`config.mk`:
```
export PLATFORM = sky130hd
export DESIGN_NAME = dram_bus_arbiter
export DESIGN_NICKNAME = d
export VERILOG_FILES = /design/src/rtl/dram_bus_arbiter.sv
export SDC_FILE = /design/constraint.sdc
export NUM_CORES = 1
export LEC_CHECK = 0
export CORE_AREA = 2 2 302 304
export CTS_CLUSTER_SIZE = 10
export DETAILED_ROUTE_END_ITERATION = 16
export DIE_AREA = 0 0 304 306
export HOLD_SLACK_MARGIN = 0.02
export PLACE_DENSITY = 0.3
export SLEW_MARGIN = 20
export SYNTH_ARGS = -nofsm -noshare
export SYNTH_HDL_FRONTEND = slang
export SYNTH_SLANG_ARGS = --single-unit
```
`constraint.sdc`:
```
create_clock -name clk -period 4.1 [get_ports clk]
set_input_delay 0.615 -clock clk [delete_from_list [all_inputs] [get_ports clk]]
set_output_delay 0.615 -clock clk [all_outputs]
set_load 0.02 [all_outputs]
```
`src/rtl/dram_bus_arbiter.sv`:
```
`default_nettype none
// ============================================================================
// Module      : dram_bus_arbiter
// Description : Two-port arbiter for the ip_sdram request bus, one outstanding
//               transaction, read-return steering and read timeout.
//               Optional: DRAM_BUS_ARBITER_ROUND_ROBIN_EN (round-robin on tie).
// Revision    : 1.0
// ============================================================================
module dram_bus_arbiter #(
    parameter int ADDR_W     = 27,
    parameter int RD_TIMEOUT = 255
) (
    input  logic              clk,
    input  logic              reset_n,
    input  logic              initial_busy,

    input  logic [ADDR_W-1:0] req0_address,
    input  logic              req0_write,
    input  logic              req0_valid,
    output logic              req0_ready,
    input  logic [127:0]      req0_wdata,
    input  logic [15:0]       req0_wdata_mask,
    output logic              req0_rdata_en,

    input  logic [ADDR_W-1:0] req1_address,
    input  logic              req1_write,
    input  logic              req1_valid,
    output logic              req1_ready,
    input  logic [127:0]      req1_wdata,
    input  logic [15:0]       req1_wdata_mask,
    output logic              req1_rdata_en,

    output logic [127:0]      rdata,

    output logic [ADDR_W-1:0] dram_address,
    output logic              dram_write,
    output logic              dram_valid,
    input  logic              dram_ready,
    output logic [127:0]      dram_wdata,
    output logic [15:0]       dram_wdata_mask,
    input  logic [127:0]      dram_rdata,
    input  logic              dram_rdata_en,

    output logic              timeout_flag
);

    typedef enum logic [2:0] {
        S_IDLE = 3'd0,
        S_GNT0 = 3'd1,
        S_GNT1 = 3'd2,
        S_RD0  = 3'd3,
        S_RD1  = 3'd4
    } state_t;

    localparam logic [7:0] c_TO_LAST = 8'(RD_TIMEOUT - 1);

    state_t       r_state;
    state_t       w_state_nxt;
    logic         r_last_grant;
    logic         w_last_nxt;
    logic [7:0]   r_cnt;
    logic [7:0]   w_cnt_nxt;
    logic         r_timeout_flag;
    logic [127:0] r_rdata;
    logic         r_rdata_en0;
    logic         r_rdata_en1;
    logic         w_pick;
    logic         w_rd_hit;
    logic         w_rd_to;

    // w_pick: 0 selects port 0, 1 selects port 1
    always_comb begin
`ifdef DRAM_BUS_ARBITER_ROUND_ROBIN_EN
        w_pick = (req0_valid && req1_valid) ? ~r_last_grant : ~req0_valid;
`else
        w_pick = ~req0_valid;
`endif
    end

    always_comb begin
        w_state_nxt     = r_state;
        w_last_nxt      = r_last_grant;
        w_cnt_nxt       = r_cnt;
        w_rd_hit        = 1'b0;
        w_rd_to         = 1'b0;
        dram_valid      = 1'b0;
        dram_address    = '0;
        dram_write      = 1'b0;
        dram_wdata      = '0;
        dram_wdata_mask = '0;
        req0_ready      = 1'b0;
        req1_ready      = 1'b0;
        case (r_state)
            S_IDLE: begin
                if (!initial_busy && (req0_valid || req1_valid)) begin
                    w_state_nxt = w_pick ? S_GNT1 : S_GNT0;
                    w_last_nxt  = w_pick;
                end
            end
            S_GNT0: begin
                dram_address    = req0_address;
                dram_write      = req0_write;
                dram_wdata      = req0_wdata;
                dram_wdata_mask = req0_wdata_mask;
                dram_valid      = req0_valid;
                req0_ready      = dram_ready;
                if (req0_valid && dram_ready) begin
                    w_state_nxt = req0_write ? S_IDLE : S_RD0;
                    w_cnt_nxt   = '0;
                end else if (!req0_valid) begin
                    w_state_nxt = S_IDLE;
                end
            end
            S_GNT1: begin
                dram_address    = req1_address;
                dram_write      = req1_write;
                dram_wdata      = req1_wdata;
                dram_wdata_mask = req1_wdata_mask;
                dram_valid      = req1_valid;
                req1_ready      = dram_ready;
                if (req1_valid && dram_ready) begin
                    w_state_nxt = req1_write ? S_IDLE : S_RD1;
                    w_cnt_nxt   = '0;
                end else if (!req1_valid) begin
                    w_state_nxt = S_IDLE;
                end
            end
            S_RD0, S_RD1: begin
                // Real data wins over a timeout landing on the same cycle
                if (dram_rdata_en) begin
                    w_rd_hit    = 1'b1;
                    w_state_nxt = S_IDLE;
                end else if (r_cnt == c_TO_LAST) begin
                    w_rd_to     = 1'b1;
                    w_state_nxt = S_IDLE;
                end else begin
                    w_cnt_nxt   = r_cnt + 8'd1;
                end
            end
            default: w_state_nxt = S_IDLE;
        endcase
    end

    always_ff @(posedge clk or negedge reset_n) begin
        if (!reset_n) begin
            r_state <= S_IDLE;
        end else begin
            r_state <= w_state_nxt;
        end
    end

    always_ff @(posedge clk or negedge reset_n) begin
        if (!reset_n) begin
            r_last_grant   <= 1'b1;
            r_cnt          <= '0;
            r_timeout_flag <= 1'b0;
            r_rdata        <= '0;
            r_rdata_en0    <= 1'b0;
            r_rdata_en1    <= 1'b0;
        end else begin
            r_last_grant <= w_last_nxt;
            r_cnt        <= w_cnt_nxt;
            r_rdata_en0  <= (w_rd_hit || w_rd_to) && (r_state == S_RD0);
            r_rdata_en1  <= (w_rd_hit || w_rd_to) && (r_state == S_RD1);
            if (w_rd_hit) begin
                r_rdata <= dram_rdata;
            end else if (w_rd_to) begin
                r_rdata <= '0;
            end
            if (w_rd_to) begin
                r_timeout_flag <= 1'b1;
            end
        end
    end

    assign req0_rdata_en = r_rdata_en0;
    assign req1_rdata_en = r_rdata_en1;
    assign rdata         = r_rdata;
    assign timeout_flag  = r_timeout_flag;

endmodule
`default_nettype wire

```
Word level (Yosys, flattened, before mapping)
Cells that the tools add are included.
{"block": "op_classes", "n_reduce_logical": 14, "muxes": 30, "add_sub_neg": 1, "eq_ne": 13}
{"op": "128-bit 2-to-1 mux", "count": 2}
{"op": "128-bit case mux with 2 select lines", "count": 1}
{"op": "27-bit case mux with 2 select lines", "count": 1}
{"op": "8-bit 2-to-1 mux", "count": 4}
{"op": "16-bit case mux with 2 select lines", "count": 1}
{"op": "3-bit 2-to-1 mux", "count": 8}
{"op": "8-bit case mux with 3 select lines", "count": 1}
{"op": "3-bit case mux with 4 select lines", "count": 1}
{"op": "2-bit != test (second input constant)", "count": 5}
{"op": "3-bit != test (second input constant)", "count": 3}
{"op": "8-bit by 1-bit adder with 8-bit output (second input constant)", "count": 1}
{"op": "8-bit == test (second input constant)", "count": 1}
{"op": "1-bit 2-to-1 mux", "count": 7}
{"op": "3-bit by 2-bit == test with 1-bit output (second input constant)", "count": 2}
{"op": "1-bit logical AND", "count": 5}
{"op": "5-bit AND reduction", "count": 1}
{"op": "2-bit 2-to-1 mux", "count": 2}
{"op": "1-bit case mux with 2 select lines", "count": 2}
{"op": "4-bit AND reduction", "count": 1}
{"op": "3-bit by 1-bit == test with 1-bit output (second input constant)", "count": 1}
{"op": "3-bit == test (second input constant)", "count": 1}
{"op": "3-bit logical NOT", "count": 1}
{"op": "3-bit nonzero test", "count": 1}
{"op": "1-bit logical OR", "count": 2}
{"op": "3 further kinds", "count": 3}
{"block": "totals", "output_inout_bits": 306, "inputBits": 479, "reg_bits": 142, "elab_cells": 64}

Depth between registers and ports, before layout
{"block": "depth", "depth_word": 6, "depth_mapped": 8, "depth_no_buf": 6}

Worst setup path before layout
OpenSTA, ideal clock, no wires.
{"block": "synth_timing", "path_type": "flip-flop to output port", "start": "register r_state[0]", "end": "output dram_address[0]", "arrival_ps": 1718, "n_path_buf": 3, "setup_slack_ps": 1767, "required_ps": 3485, "stages_incl_launch_ff": 6, "path_cell_list": "dfrtp_1 clkbuf_1 nor3b_1 clkbuf_1 clkbuf_1 a22o_1"}
{"block": "synth_via", "elab_chain_cells": 2, "word_cells_on_any_way": 3, "cone_classes": "eq/ne (2); mux (1)"}
{"element": "from (decl)", "line_no": "57", "text": "state_t r_state;"}
{"element": "from (signal assigned)", "line_no": "148", "text": "r_state <= w_state_nxt;"}
{"element": "3-bit by 2-bit == test with 1-bit output or 3-bit by 1-bit == test with 1-bit output (tied branches)", "line_no": "93", "text": "case (r_state)"}
{"element": "27-bit case mux with 2 select lines (*)", "line_no": "93"}
{"element": "to (decl)", "line_no": "35", "text": "output logic [ADDR_W-1:0] dram_address,"}
Mark *: on every way between the ends. The rest lies on a longest branch, timed or not.

Worst setup path after layout
{"block": "layout_timing", "start": "register r_state[1]", "end": "output dram_wdata[87]"}
{"block": "layout_via", "elab_chain_cells": 2, "word_cells_on_any_way": 3, "cone_classes": "eq/ne (2); mux (1)"}
{"element": "3-bit by 2-bit == test with 1-bit output or 3-bit by 1-bit == test with 1-bit output (tied branches)", "line_no": "93"}
{"element": "128-bit case mux with 2 select lines (*)", "line_no": "93"}
{"element": "to (decl)", "line_no": "39", "text": "output logic [127:0] dram_wdata,"}
Marks and branches as above.

==> results_dict.tcl <==
set metrics [dict create \
    p_sw_frac 0.421 \
    port_buffers 784 \
    worstPathRequired_ps 3480 \
    synth.yosys.seq_area_share 0.500 \
    fin_skew_ps 20.0 \
    clock_sinks 142 \
    drive_gt1_frac 0.0435 \
    grt_pass1_wl_um 85400 \
    drc_errors 0 \
    synth_top_flop_cell "dfrtp_1" \
    drt-initial-drc-count 441 \
    gp_congestion 0.932 \
    cts_buffers 17 \
    num_vias 8871 \
    cts_tree "yes" \
    core_area_um2 89600 \
    drv_cap 0 \
    worstReg2RegStart "r_state[0]" \
    syn-cell-area_um2 7110 \
    final_common_cell "clkdlybuf4s50_1" \
    drtAntennaViolNets 0 \
    final_nets 1823 \
    r2r_slack_ps 1410 \
    cts_buffer_depth 2 \
    place_ws_ps 860 \
    path_clk_slew_ps 80 \
    grt_overflow 0 \
    power.density_cell_area_nw_per_um2 667 \
    reg2reg_depth 5 \
    syn2layout_area_growth_pct 137 \
    yosys_warnings 0 \
    crit_path_end_kind "output port" \
    crit_type "register to output port" \
    relSlewSlack 0.460 \
    synth_top_family_by_area "compound AO/OA/AOI/OAI gates" \
    syn-num-nets 1076 \
    hold_violations 0 \
    yosys_register_bits 142 \
    die_w_um 304 \
    syn_inst 595 \
    insertion_delay_ps 480 \
    fin_tns_setup_ps 0 \
    fmax_mhz 265 \
    antenna_found_initial 36 \
    dr.pass1.iters 5 \
    synth_xor_area_frac 0.00123 \
    rows 110 \
    finalMaxSlewViolations 0 \
    synth-compound-area-share 0.397 \
    crit_fanout 121 \
    worstSetupStartpointType "register" \
    cts_hold_buffers 0 \
    synthSimpleGateAreaFrac 0.0401 \
    total_power_uw 11200 \
    ioPinCount 785 \
    status "finished, final reports clean" \
    vdd_drop_max_mv 0.320 \
    layout_common_cells "clkdlybuf4s50_1 (783), a22o_1 (303), dfrtp_1 (142)" \
    finalNonFillerCells 2533 \
    grt_pass1_vias 9399 \
    post-route-period-util 0.922 \
    postCtsSetupBuffers 0 \
    dpl.hpwl_um 53400 \
    root_buffer "clkbuf_16" \
    fin_crit_ps 3780 \
    power_frac_comb 0.630 \
    placedCellCount 2499 \
    setup_viol 0 \
    rsz0062_at_grt "no" \
    leakage_uw 0.00663 \
    sequentialPowerShare 0.218 \
    ys_async_sr_fraction 1.00 \
    cts_resized 0 \
    arrival_ps 3160 \
    hp-class "primary input to asynchronous set/reset pin" \
    syn_avg_cell_area_um2 12.0 \
    synth-edff-count 0 \
    drt_wl_total_um 64700 \
    clkPwrFrac 0.152 \
    synthAdderAreaFrac 0.00352 \
    muxShareOfSynthArea 0.00158 \
    vias_per_cell 3.50 \
    r2r_end "rdata[86]" \
    final.setup.worst_slack_ps 321 \
    dieArea_um2 93000 \
    wire_per_inst_um 25.5 \
    start_util 0.0794 \
    worstMarginPinSlew_ps 810 \
    p_sw_uw 4730 \
    postLayoutCoreUtil 0.188 \
    grt_use_total 0.135 \
    htree_levels 4 \
    grt_max_degree 122 \
    die_h_um 306 \
    p_int_uw 6510 \
    synth_cell_types 40 \
]
==> cells in the mapped netlist, types with 2 or more instances <==
cell type  number  area share
ha_1            2      0.0035
nand2_1         7      0.0037
inv_1           3      0.0016
o21ai_0         3      0.0021
nand2b_1        3      0.0026
a22o_1        303        0.37
nand3_1         6      0.0042
dfrtp_1       142        0.50
nand4b_1        3      0.0037
nand4_1         4      0.0035
nand3b_1        3      0.0032
a21o_1          4      0.0042
buf_6          14       0.022
buf_1           5      0.0026
and3_1          3      0.0026
and2_1          3      0.0026
o211ai_1        3      0.0032
clkbuf_1       35       0.018
buf_2          16       0.011
a211o_1         2      0.0025
a21oi_1         4      0.0028
nor2_1          9      0.0047
==> critical path, stage by stage, from the launching register on <==
cell and delay [ps]:
dfrtp_1 490, nor2_1 260, and2_4 330, buf_12 400, a22o_1 320, clkdlybuf4s50_1 650
==> state kept, by name, indices dropped and copies added, names as in the netlist <==
name / cells
rdata: 128
r_state: 3
req0_rdata_en: 1
timeout_flag: 1
req1_rdata_en: 1
r_cnt: 8
==> metal layers <==
| layer | global-route usage | vias up | share of wire |
|---|---|---|---|
| li1 | - | 3927 | - |
| met5 | 0 | - | 0.0011 |
| met4 | 0.0223 | 10 | 0.011 |
| met3 | 0.0605 | 87 | 0.098 |
| met1 | 0.143 | 4299 | 0.37 |
| met2 | 0.246 | 548 | 0.52 |
==> kinds of logic after synthesis <==
kind of cell	Yosys count
DFF	142
AOI/OAI and AO/OA	326
and+or+nand+nor	49
muxes	1
buffers and inverters	74
adders and majority gates	2
xor gates and xnor gates	1
==> power by group through the flow <==
stage	clock network (µW)	logic [µW]	registers [µW]
floorplan	0	2560	3220
global placement	0	7220	2470
detailed placement	0	7130	2470
CTS	1820	7200	2450
global route	1850	7460	2550
finish	1710	7080	2450
==> worst max path at each step <==
stage | from | to | slack (ps) | cells after the start
after detailed placement | r_state[1] | dram_wdata[87] | 860 | 5
final | r_state[1] | dram_wdata[87] | 320 | 5
after global placement | r_state[1] | dram_wdata[87] | 890 | 5
after global routing | r_state[1] | dram_wdata[50] | 160 | 5
after CTS | r_state[1] | dram_wdata[87] | 290 | 5
after floorplan | r_state[0] | dram_address[0] | 1770 | 5
==> area by class of cell <==
type	count	area, µm²
fillers	9845	72700
repair buffers	799	8020
flip-flops and latches	142	3550
multi-input cells	379	3170
well taps	1176	1470
clock buffers	17	425
clock inverters	15	193
inverters	3	11.3
diodes	2	5.00
==> stage by stage <==
| stage | hold WS (ps) | instance area, µm² |
|---|---|---|
| after global routing | 218 | 16800 |
| after detailed placement | 480 | 16200 |
| final | 180 | 16900 |
| after global placement | 478 | 16200 |
| after floorplan | 319 | 7110 |
| after CTS | 170 | 16800 |
No activity file was read; power rests on OpenSTA's default activity.
